<file path="config.mk">
export PLATFORM = sky130hd
export DESIGN_NAME = clock_divider_multi
export DESIGN_NICKNAME = d
export VERILOG_FILES = /design/src/rtl/clock_divider_multi.sv
export SDC_FILE = /design/constraint.sdc
export NUM_CORES = 1
export LEC_CHECK = 0
export CAP_MARGIN = 20
export CORE_UTILIZATION = 50
export DETAILED_ROUTE_END_ITERATION = 16
export GPL_TIMING_DRIVEN = 1
export PLACE_DENSITY = 0.75
export SYNTH_ARGS = -nofsm -noshare
export SYNTH_HDL_FRONTEND = slang
export SYNTH_SLANG_ARGS = --single-unit
</file>
<file path="constraint.sdc">
create_clock -name clock -period 4.6 [get_ports clock]
set_clock_uncertainty 0.2 [all_clocks]
set_input_delay 0.92 -clock clock [delete_from_list [all_inputs] [get_ports clock]]
set_output_delay 0.92 -clock clock [all_outputs]
set_load 0.01 [all_outputs]
</file>
<file path="src/rtl/clock_divider_multi.sv">
// Multi-channel programmable divider: per-channel 50% toggle level plus one-cycle terminal tick.
// Latency: outputs registered, one cycle after the qualifying edge. No backpressure; writes always accepted.
// Optional CLKDIV_PHASE_ALIGN_EN adds an align input that re-phases every channel at once.
module clock_divider_multi #(
    parameter int                 NUM_CH      = 4,
    parameter int                 WIDTH       = 28,
    parameter logic [WIDTH-1:0]   DEFAULT_DIV = WIDTH'(49_999_999)
) (
    input  logic                  clock,
    input  logic                  reset_n,
    input  logic [NUM_CH-1:0]     enable,
    input  logic                  wr_en,
    input  logic [3:0]            wr_ch,
    input  logic [WIDTH-1:0]      wr_data,
`ifdef CLKDIV_PHASE_ALIGN_EN
    input  logic                  align,
`endif
    output logic [NUM_CH-1:0]     out_level,
    output logic [NUM_CH-1:0]     out_tick
);

    logic [NUM_CH-1:0][WIDTH-1:0] cnt_q, cnt_d;
    logic [NUM_CH-1:0][WIDTH-1:0] div_q, div_d;
    logic [NUM_CH-1:0]            level_q, level_d;
    logic [NUM_CH-1:0]            tick_q, tick_d;
    logic                         align_hit;

`ifdef CLKDIV_PHASE_ALIGN_EN
    assign align_hit = align;
`else
    assign align_hit = 1'b0;
`endif

    always_comb begin
        cnt_d   = cnt_q;
        div_d   = div_q;
        level_d = level_q;
        tick_d  = '0;
        for (int i = 0; i < NUM_CH; i++) begin
            if (align_hit) begin
                cnt_d[i]   = '0;
                level_d[i] = 1'b0;
            end else if (wr_en && (wr_ch == 4'(i))) begin
                div_d[i] = wr_data;
                cnt_d[i] = '0;
            end else if (enable[i]) begin
                // >= rather than == so a shrinking div never lets cnt run past it
                if (cnt_q[i] >= div_q[i]) begin
                    cnt_d[i]   = '0;
                    level_d[i] = ~level_q[i];
                    tick_d[i]  = 1'b1;
                end else begin
                    cnt_d[i] = cnt_q[i] + WIDTH'(1);
                end
            end
        end
    end

    always_ff @(posedge clock or negedge reset_n) begin
        if (!reset_n) begin
            cnt_q   <= '0;
            div_q   <= {NUM_CH{DEFAULT_DIV}};
            level_q <= '0;
            tick_q  <= '0;
        end else begin
            cnt_q   <= cnt_d;
            div_q   <= div_d;
            level_q <= level_d;
            tick_q  <= tick_d;
        end
    end

    assign out_level = level_q;
    assign out_tick  = tick_q;

endmodule
</file>
Yosys cells after proc, flatten, opt, wreduce, memory -nomap -nowiden
Index checks and enable logic that the tools add are counted.
- bits in registers: 232
- bits of input ports: 39
- output and inout bits: 8
- logic and storage cells: 69
- $add $sub $neg: 4
- order comparisons: 4
- equality and inequality tests: 3
- mux-type cells: 24
- bitwise operators: 8
- reductions and logical operators: 13
- operator list (operator ; count):
    $mux W28 ; 12
    $add A28 B1 Y28 const B ; 4
    $ge A28 B28 Y1 ; 4
    $mux W1 ; 12
    $reduce_and A3 Y1 ; 4
    $eq A4 B2 Y1 const B ; 2
    $not A1 Y1 ; 8
    $reduce_bool A2 Y1 ; 4
    $eq A4 B1 Y1 const B ; 1
    $logic_and A1 B1 Y1 ; 4
    $logic_not A4 Y1 ; 1

Longest topological paths before layout
Gate-level depths: netlist (run 1).
- depth in word-level cells: 4
- depth in mapped cells: 10

Worst setup path before layout (run 1)
Ideal clock, no wire load.
- path type: register to register
- from: reg div_q[81] (netlist name)
- to: reg cnt_q[62] (netlist name)
- data arrival time: 2.385 ns
- path slack: 1.878 ns
- stages on the path, launching flop included: 10
- buffers on the path: 2
- period minus slack after synthesis: 2.722 ns
- path through: dfstp_2 inv_1 ha_1 nand4_2 or4_1 o311a_1 buf_6 a21oi_2 buf_4 nor3_1
- cells in the longest elaborated chain, start to end: 4
- ends and longest elaborated chain (item ; RTL line ; source):
    start, declared ; 23 ; logic [NUM_CH-1:0][WIDTH-1:0] div_q, div_d;
    start signal, assigned ; 62 ; div_q <= {NUM_CH{DEFAULT_DIV}};
    start signal, assigned ; 67 ; div_q <= div_d;
    $ge A28 B28 Y1 ; 48 ; if (cnt_q[i] >= div_q[i]) begin
    $mux W28 ; 48 ;
    $mux W28 ; 46 ; end else if (enable[i]) begin
    $mux W28 ; 43 ; end else if (wr_en && (wr_ch == 4'(i))) begin
    end signal, assigned ; 66 ; cnt_q <= cnt_d;
    end, declared ; 22 ; logic [NUM_CH-1:0][WIDTH-1:0] cnt_q, cnt_d;
No other way between the ends. The select of a mux whose other input is x is not followed.
A chain may end at the register's enable or synchronous reset.

Worst setup path after layout (run 1)
- from: reg div_q[49] (netlist name)
- to: reg cnt_q[33] (netlist name)
The elaborated chain is that of the path after synthesis.

==> results.toml, run 1 <==
[global_route]
largest_net_degree_at_the_start_of_global_routing = 122
via_count_of_the_first_global_routing_pass = 10100
antenna_found_initial = 0
grt_pass1_wl_mm = 50.5
grt_util_all_layers_pct = 24.1
grt_overflow = 0

[critical_path]
crit_end = "cnt_q[33]"
worstSetupStartpointType = "flip-flop"
internal_reg_to_reg_setup_slack_ns = 1.21
timing.critical_path.required_ns = 4.76
cp_max_fo = 26
worst_setup_path_class = "reg2reg"
regToRegStartpoint = "div_q[49]"
crit_arrival_ns = 3.55
worstSetupStartpoint = "div_q[49]"
reg2reg_to = "cnt_q[33]"
worstRegToRegCells = 7
cp-end-kind = "flip-flop"

[synth]
yosys.area.top_type = "dfrtp_1"
synth.cell_area_mm2 = 0.0128
post_synthesis_compound_gate_area_fraction_pct = 9.98
netlist_top_cells_area = "dfrtp_1 (31%), dfstp_2 (15%), ha_1 (11%)"
ys_seq_elements = 232
synth-seq-area-share_pct = 46.2
ys_warn_count = 0
basic_gate_share_of_the_synthesized_area_counting_and_or_nand_and_nor_cells_pct = 20.1
synth_flop_cell = "dfrtp_1"
adder_and_majority_gate_portion_of_the_synthesized_area_pct = 11.4
synth_cell_type_count = 51
synthDominantCellAreaShare_pct = 31.4
asr_flop_ratio_synth_pct = 100
synth_area_per_cell_um2 = 9.22
post_synth_inst_count = 1384
synth-xor-area-share_pct = 6.66
synth_enable_flop_cells = 0
post_synthesis_net_count = 1539
combinational_family_with_the_most_area_after_synthesis = "simple AND/OR/NAND/NOR gates"
synth.area.mux_share_pct = 0.177

[timing]
timing.final.ws_setup_ns = 1.21
setup_repair_after_global_routing_missed_its_margin = "false"
max_slew_margin_pct = 31.5
hold_viol = 0
fmax_mhz = 295
post-route-period-util_pct = 73.8
finalCriticalPeriod_ns = 3.39
timing.final.max_slew_violations = 0
setup-tns-final_ns = 0
timing_worst_slew_pin_value_ns = 1.02
setup_viol_count_final = 0

[power]
peak_supply_drop_v = 0.000282
p_per_area_mw_per_mm2 = 403
total_leakage_power_nw = 6.66

[route]
vias_per_cell = 5.59
detailedRoute.firstPassIterationCount = 5
avgRoutedWirePerCell_um = 16.9
drtAntennaViolNets = 0
drt-initial-drc-count = 654
dr_total_vias = 9920
detail_route.wirelength_mm = 30.0
drcViolationCount = 0

[cells_and_area]
finalCoreUtilization_pct = 57.7
post_layout_nonfiller_instances = 1774
final_layout_size_suffix_gt1_share_pct = 10.1
nets = 1579
area_growth_syn_to_layout_pct = 13.7
design_area_mm2 = 0.0145
fillerInstances = 2171
antenna-diode-count = 0

[hold_path]
min-delay-path-class = "in2async"

[die]
area_of_the_die_mm2 = 0.0262
core_region_area_mm2 = 0.0251
dieHeight_um = 162
floorplan.rows = 58
initial_core_util_pct = 50.8
die_width_um = 162
top_level_ports = 47

[cts]
tritoncts_num_sinks = 232
cts-buffers-inserted = 26
cts.hold.buffers_added = 0
post_cts_buffers = 0
cts_tree = "yes"
post_cts_resized = 0
cts.root.buffer_cell = "clkbuf_16"
clk-insertion-delay-late_ns = 0.53
clockBufferDepth = 3
clk_pin_slew_ns = 0.06
htree_num_levels = 1

[status]
run_status = "finished clean"

[placement]
place.gp.congestion = 0.856
place_hpwl_mm = 20.6
post_place_cell_area_mm2 = 0.0136
placed_cells_incl_taps = 1726
io_buffers = 46
worst_slack_at_placement_ns = 1.11

[run]
count_of_max_cap_constraint_violations = 0
cells by family (layout without fill, tap and decap cells):
group                      Yosys count  after routing
adders and majority gates          116            116
DFF                                232            232
muxes                                2              2
buffers and inverters              180            240
AOI/OAI and AO/OA                  228            228
xor gates and xnor gates            97             97
and+or+nand+nor                    529            529
through the flow:
stage / hold WS (ns) / total power [mW]
6_report: 0.257 / 5.84
5_1_grt: 0.292 / 6.17
4_1_cts: 0.266 / 5.89
3_5_place_dp: 0.256 / 3.71
3_3_place_gp: 0.253 / 3.63
2_1_floorplan: 0.241 / 3.34
routing by layer:
metal | share of wire (%) | GRT usage, % | vias to the layer above
met5 | 0 | 0 | -
met4 | 2.4 | 6.26 | 0
met3 | 5.0 | 3.63 | 47
met2 | 47 | 40.7 | 203
met1 | 45 | 32.4 | 4823
li1 | - | - | 4847
state kept, by name, summed over array words and instances (netlist names):
register and cells:
out_level 4, out_tick 4, cnt_q 112, div_q 112
how the worst min path moves through the flow:
| stage | endpoint | depth (start not counted) | slack, ns | from |
|---|---|---|---|---|
| 5_1_grt | out_level[0] | 1 | 0.29 | out_level[0] |
| 4_1_cts | div_q[84] | 2 | 0.27 | div_q[84] |
| 6_report | cnt_q[20] | 1 | 0.26 | reset_n |
| 3_3_place_gp | div_q[56] | 2 | 0.25 | div_q[56] |
| 3_5_place_dp | div_q[84] | 2 | 0.26 | div_q[84] |
| 2_1_floorplan | div_q[56] | 2 | 0.24 | div_q[56] |
Yosys cell counts (12+ instances only):
cell type    n
nand2_1    206
nor3_1     109
ha_1       116
o21ai_0    128
dfrtp_1    160
and3_1      25
inv_1      130
a21oi_1     60
dfstp_2     72
xnor2_1     28
xor2_1      69
nor4_1      14
nand3_1     47
clkbuf_1    39
nand4_1     51
and4_1      12
nor2_1      41
final cells by class:
| type | count | area, um^2 | share of cell area, % |
|---|---|---|---|
| clock inverter | 11 | 123 | 0.846 |
| multi-input combinational | 972 | 6170 | 42.6 |
| timing repair buffer | 62 | 623 | 4.30 |
| inverter | 130 | 488 | 3.37 |
| clock buffer | 37 | 783 | 5.40 |
| tap | 330 | 413 | 2.85 |
| sequential | 232 | 5900 | 40.7 |
cell usage in the layout (no fill, tap or decap), types with 5 or more instances in the layout:
cell	count
nand2_1	206
dfrtp_1	160
inv_1	130
o21ai_0	128
ha_1	116
nor3_1	109
dfstp_2	72
xor2_1	69
a21oi_1	60
nand4_1	51
nand3_1	47
clkdlybuf4s50_1	45
nor2_1	40
xnor2_1	28
clkbuf_16	27
and3_1	24
nor4_1	14
buf_4	13
and4_1	12
clkbuf_8	7
a211oi_1	6
o211ai_1	6
a21o_1	5
critical path, cell delays in order (launching register included):
cell and delay [ns]:
dfstp_2 0.52, inv_1 0.05, ha_1 0.29, nand4_1 0.18
or4_1 0.55, o311ai_1 0.48, o21a_1 0.82, nor3_1 0.13
report_power, final:
part           switching (mW)  internal [mW]
logic                   0.630          0.414
clock network           0.861           1.30
registers               0.181           2.46
total                    1.67           4.17
Note: power is estimated with default switching activity, not from simulation.
==> inputs of run 2 (changes only) <==
--- a/config.mk
+++ b/config.mk
@@ -9,7 +9,7 @@
 export CORE_UTILIZATION = 50
 export DETAILED_ROUTE_END_ITERATION = 16
 export GPL_TIMING_DRIVEN = 1
-export PLACE_DENSITY = 0.75
+export PLACE_DENSITY = 0.78
 export SYNTH_ARGS = -nofsm -noshare
 export SYNTH_HDL_FRONTEND = slang
 export SYNTH_SLANG_ARGS = --single-unit
==> constraint.sdc (replaced) <==
create_clock -name clock -period 3 [get_ports clock]
set_clock_uncertainty 0.2 [all_clocks]
set_input_delay 0.6 -clock clock [delete_from_list [all_inputs] [get_ports clock]]
set_output_delay 0.6 -clock clock [all_outputs]
set_load 0.01 [all_outputs]
==> results.toml, run 2 (same netlist as run 1, synthesis figures left out) <==
[status]
run_status = "finished clean"

[route]
avgRoutedWirePerCell_um = 17.3
detail_route.wirelength_mm = 31.1
dr_total_vias = 10200
drtAntennaViolNets = 0
detailedRoute.firstPassIterationCount = 8
vias_per_cell = 5.71
drcViolationCount = 0
drt-initial-drc-count = 706

[critical_path]
regToRegStartpoint = "div_q[81]"
cp-end-kind = "flip-flop"
worst_setup_path_class = "reg2reg"
crit_path_largest_cell_delay_ns = 0.59
worstSetupStartpoint = "div_q[81]"
timing.critical_path.required_ns = 3.20
worstSetupStartpointType = "flip-flop"
cp_max_fo = 11
crit_end = "cnt_q[82]"
worstPathBufferInverterCount = 2
crit_chain = "inv_1 -> ha_1 -> nand4_2 -> or4_1 -> o311a_1 -> a21oi_2 -> buf_4 -> nor3_1"
timing.critical_path.max_delay_family = "simple AND/OR/NAND/NOR gates"
internal_reg_to_reg_setup_slack_ns = 0.12
reg2reg_to = "cnt_q[82]"
crit_slowest_cell = "or4_1"
path_depth = 8
worstRegToRegCells = 8
crit_arrival_ns = 3.08

[power]
netSwitchingPower_mw = 2.52
peak_supply_drop_v = 0.000392
power.internal_mw = 6.25
sequentialPowerShare_pct = 46.2
total_power_mw = 8.77
total_leakage_power_nw = 6.76
p_per_area_mw_per_mm2 = 599
sw_frac_of_total_pct = 28.8
clkPwrFrac_pct = 35.2
comb_power_share_pct = 18.7

[global_route]
grtUsageMet2_pct = 39.9
use_met1_pct = 33.4
largest_net_degree_at_the_start_of_global_routing = 83
via_count_of_the_first_global_routing_pass = 10300
antenna_found_initial = 1
grt_overflow = 0
grt_util_all_layers_pct = 24.7
gr-usage-met3_pct = 3.80
grt_pass1_wl_mm = 51.7
grt.busiest_layer = "met2"

[timing]
setup_viol_count_final = 0
max_slew_margin_pct = 43.6
post-route-period-util_pct = 96.0
timing.final.max_slew_violations = 0
fmax_mhz = 347
timing_worst_slew_pin_value_ns = 0.844
timing.final.ws_setup_ns = 0.121
hold_viol = 0
finalCriticalPeriod_ns = 2.88
setup-tns-final_ns = 0
setup_repair_after_global_routing_missed_its_margin = "false"

[cts]
cts.root.buffer_cell = "clkbuf_16"
clk-insertion-delay-late_ns = 0.53
htree_num_levels = 1
cts-buffers-inserted = 25
post_cts_buffers = 0
clockBufferDepth = 3
tritoncts_num_sinks = 232
cts_tree = "yes"
clk_pin_slew_ns = 0.06

[die]
die_width_um = 162
area_of_the_die_mm2 = 0.0262
top_level_ports = 47
initial_core_util_pct = 50.8
core_region_area_mm2 = 0.0251
dieHeight_um = 162
floorplan.rows = 58

[placement]
placed_cells_incl_taps = 1747
io_buffers = 46
worst_slack_at_placement_ns = 0.161
place_hpwl_mm = 21.5
place.gp.congestion = 0.841

[cells_and_area]
antenna-diode-count = 0
nets = 1600
area_growth_syn_to_layout_pct = 14.7
post_layout_nonfiller_instances = 1793
most_common_library_cell_in_the_layout_ignoring_fill_and_taps = "nand2_1"
final_layout_size_suffix_gt1_share_pct = 10.9
final_cell_mix = "nand2_1 (206), dfrtp_1 (160), inv_1 (130)"
largestRegisters = "cnt_q (112), div_q (112)"

[hold_path]
min-delay-path-class = "reg2reg"

[run]
count_of_max_cap_constraint_violations = 0
run 2: final cells by class:
| class | count | area (um^2) |
|---|---|---|
| multi-input combinational | 972 | 6180 |
| sequential | 232 | 5900 |
| clock buffer | 37 | 721 |
| clock inverter | 8 | 90.1 |
| inverter | 130 | 488 |
| tap | 330 | 413 |
| timing repair buffer | 84 | 841 |
| fill | 2161 | 10500 |
run 2: repair_timing:
item / CTS / global route
setup endpoints to repair: 0 / 24
hold endpoints to repair: 27 / 0
hold buffers: 1 / 0
resized for setup: 0 / 1
run 2: layer usage:
metal  wire length (um)  share of wire [%]
met3               1610                5.2
met2              14500                 47
met4               1250                4.0
met5                 13              0.042
met1              13700                 44
run 2: worst reg2reg max path: stages, from the launching register on:
cell     delay, ns
dfstp_2       0.51
inv_1         0.04
ha_1          0.30
nand4_2       0.14
or4_1         0.59
o311a_1       0.48
a21oi_2       0.19
buf_4         0.20
nor3_1        0.08
run 2: power by group through the flow:
stage          clock network, mW  logic [mW]  registers, mW
5_1_grt                     3.26        1.89           4.11
3_3_place_gp                   0        1.51           4.08
4_1_cts                     3.13        1.64           4.05
2_1_floorplan                  0        1.11           4.01
3_5_place_dp                   0        1.61           4.10
6_report                    3.09        1.64           4.05
run 2: how the worst min path moves through the flow:
stage	from	end	depth (start not counted)
after CTS	div_q[84]	div_q[84]	2
after floorplan	reset_n	cnt_q[0]	0
after detailed placement	div_q[84]	div_q[84]	2
after global placement	div_q[84]	div_q[84]	2
after global routing	div_q[84]	div_q[84]	2
final	div_q[84]	div_q[84]	2
run 2: through the flow:
step / hold WS (ns) / util, % / instance area [um^2]
2_1_floorplan: 0.104 / - / 12800
5_1_grt: 0.284 / 58.3 / 14600
3_5_place_dp: 0.255 / 55.0 / 13800
4_1_cts: 0.265 / 58.2 / 14600
3_3_place_gp: 0.257 / 55.0 / 13800
6_report: 0.266 / 58.3 / 14600
==> inputs of run 3 (changes only) <==
--- a/config.mk
+++ b/config.mk
@@ -5,11 +5,12 @@
 export SDC_FILE = /design/constraint.sdc
 export NUM_CORES = 1
 export LEC_CHECK = 0
+export ABC_AREA = 1
 export CAP_MARGIN = 20
-export CORE_UTILIZATION = 50
+export CORE_UTILIZATION = 35
 export DETAILED_ROUTE_END_ITERATION = 16
 export GPL_TIMING_DRIVEN = 1
-export PLACE_DENSITY = 0.78
+export PLACE_DENSITY = 0.6
 export SYNTH_ARGS = -nofsm -noshare
 export SYNTH_HDL_FRONTEND = slang
 export SYNTH_SLANG_ARGS = --single-unit
==> results.toml, run 3 <==
[power]
power.internal_mw = 6.76
sequentialPowerShare_pct = 42.5
total_leakage_power_nw = 9.04
sw_frac_of_total_pct = 30.0
peak_supply_drop_v = 0.000457
comb_power_share_pct = 19.4
clkPwrFrac_pct = 38.0
p_per_area_mw_per_mm2 = 547
netSwitchingPower_mw = 2.90

[critical_path]
cp_max_fo = 24
worstSetupStartpointType = "flip-flop"
regToRegStartpoint = "div_q[15]"
cp-end-kind = "flip-flop"
timing.critical_path.required_ns = 3.30
worst_setup_path_class = "reg2reg"
worstRegToRegCells = 11
internal_reg_to_reg_setup_slack_ns = 0.39
crit_arrival_ns = 2.91
reg2reg_to = "out_level[0]"

[run]
count_of_max_cap_constraint_violations = 0

[global_route]
grt.busiest_layer = "met2"
grt_pass1_wl_mm = 69.8
antenna_found_initial = 0
grt_overflow = 0
gr-usage-met3_pct = 2.42
use_met1_pct = 25.8
grt_util_all_layers_pct = 19.6
largest_net_degree_at_the_start_of_global_routing = 62
grtUsageMet2_pct = 32.8
via_count_of_the_first_global_routing_pass = 13400

[cells_and_area]
design_area_mm2 = 0.0177
final_cell_mix = "nand2_1 (736), inv_1 (314), nor2_1 (192)"
antenna-diode-count = 0
area_growth_syn_to_layout_pct = 14.6
most_common_library_cell_in_the_layout_ignoring_fill_and_taps = "nand2_1"
largestRegisters = "cnt_q (112), div_q (112)"
final_layout_size_suffix_gt1_share_pct = 9.34
nets = 2359

[timing]
hold_viol = 0
setup_repair_after_global_routing_missed_its_margin = "false"
finalCriticalPeriod_ns = 2.61
timing_worst_slew_pin_value_ns = 0.832
post-route-period-util_pct = 87.0
setup_viol_count_final = 0
max_slew_margin_pct = 44.5
fmax_mhz = 383
timing.final.max_slew_violations = 0
setup-tns-final_ns = 0

[die]
core_region_area_mm2 = 0.0433
die_width_um = 212
area_of_the_die_mm2 = 0.0448
dieHeight_um = 212
top_level_ports = 47
initial_core_util_pct = 35.6
floorplan.rows = 76

[synth]
synth.cell_area_mm2 = 0.0154
synth_cell_type_count = 40
synthDominantCellAreaShare_pct = 26.0
yosys.area.top_type = "dfrtp_1"
synth_enable_flop_cells = 0
post_synthesis_net_count = 2308
asr_flop_ratio_synth_pct = 100
post_synth_inst_count = 2153
netlist_top_cells_area = "dfrtp_1 (26%), nand2_1 (18%), dfstp_2 (12%)"
synth_flop_cell = "dfrtp_1"
synth-seq-area-share_pct = 38.3
ys_seq_elements = 232
synth_area_per_cell_um2 = 7.15
synth_commonest_cells = "nand2_1 (736), inv_1 (314), nor2_1 (192), dfrtp_1 (160), o21ai_0 (126)"
synthMostInstantiatedCell = "nand2_1"
ys_warn_count = 0

[cts]
cts-buffers-inserted = 28
cts.root.buffer_cell = "clkbuf_16"
clk-insertion-delay-late_ns = 0.56
tritoncts_num_sinks = 232
htree_num_levels = 1
clk_pin_slew_ns = 0.06
clockBufferDepth = 3
cts_tree = "yes"
post_cts_buffers = 0

[route]
drt-initial-drc-count = 931
detail_route.wirelength_mm = 42.2
drtAntennaViolNets = 0
avgRoutedWirePerCell_um = 15.0
drcViolationCount = 0
dr_total_vias = 13700
vias_per_cell = 4.88
detailedRoute.firstPassIterationCount = 7

[placement]
place_hpwl_mm = 31.5
post_place_cell_area_mm2 = 0.0166
place.gp.congestion = 0.919
io_buffers = 46

[hold_path]
min_to = "div_q[55]"
worst_hold_path.num_cells = 2
hp_start = "div_q[55]"
min-delay-path-class = "reg2reg"

[status]
run_status = "finished clean"
run 3: changes by cell type in the layout (fill, tap and decap cells not counted), moves of 12 or more:
cell	change
and3_1	-24
and4_1	-12
inv_1	+184
nand2_1	+530
nand3_1	+16
nand4_1	+60
nor2_1	+152
nor3_1	-104
nor4_1	-14
xnor2_1	-21
xor2_1	-26
run 3: per-stage QoR:
step	worst slack (ns)	hold slack (ns)	util (%)	instances	power, mW
floorplan	0.995	0.104	-	2153	5.37
global placement	0.149	0.269	38.4	2758	5.96
detailed placement	0.0752	0.274	38.4	2758	6.05
CTS	0.0419	0.289	40.8	2811	9.81
global route	0.155	0.303	40.8	2811	10.3
finish	0.391	0.285	40.8	2811	9.66
run 3: worst max-delay path by stage:
stage | start | slack (ns) | endpoint | depth (start not counted)
6_report | div_q[15] | 0.39 | out_level[0] | 11
5_1_grt | div_q[15] | 0.16 | out_level[0] | 11
3_5_place_dp | div_q[15] | 0.08 | out_level[0] | 11
2_1_floorplan | div_q[107] | 0.99 | cnt_q[87] | 11
4_1_cts | div_q[15] | 0.04 | out_level[0] | 11
3_3_place_gp | div_q[23] | 0.15 | out_level[0] | 13
run 3: logic make-up after synthesis:
kind of cell	after synthesis	synth area share, %
and+or+nand+nor	1162	32.4
buffers and inverters	373	9.38
DFF	232	38.3
AOI/OAI and AO/OA	220	7.63
adders and majority gates	116	9.43
xor gates and xnor gates	50	2.84
run 3: metal layers:
metal | share of wire [%] | routed length (um)
met1 | 45 | 19200
met3 | 4.7 | 1980
met2 | 47 | 19800
met5 | 0 | 0
met4 | 3.0 | 1270
run 3: worst max-delay path: stages (launching register included):
cell     delay, ns
dfstp_2       0.54
inv_1         0.04
ha_1          0.30
a21oi_1       0.12
o21ai_0       0.13
nand2_1       0.08
nand2_1       0.08
nor2_4        0.50
nand2_1       0.30
nand2_1       0.15
nand2_1       0.06
nand2_1       0.05
run 3: layout make-up:
type | count | area, um^2
Tap cell | 585 | 732
Sequential cell | 232 | 5900
Fill cell | 4477 | 25600
Timing Repair Buffer | 77 | 738
Inverter | 317 | 1190
Clock inverter | 9 | 124
Multi-Input combinational cell | 1548 | 8080
Clock buffer | 43 | 888
run 3: timing repair:
action                                  CTS  global route
endpoints found under the setup margin    0             7
hold buffers                              1             0
gates resized for setup                   0             1
hold endpoints to repair                 29             0
run 3: power groups by stage:
stage / sequential (mW) / clock, mW / combinational, mW
after floorplan: 4.04 / 0 / 1.33
after global placement: 4.14 / 0 / 1.83
after detailed placement: 4.15 / 0 / 1.90
after CTS: 4.11 / 3.80 / 1.91
after global routing: 4.17 / 3.91 / 2.22
final: 4.11 / 3.67 / 1.88
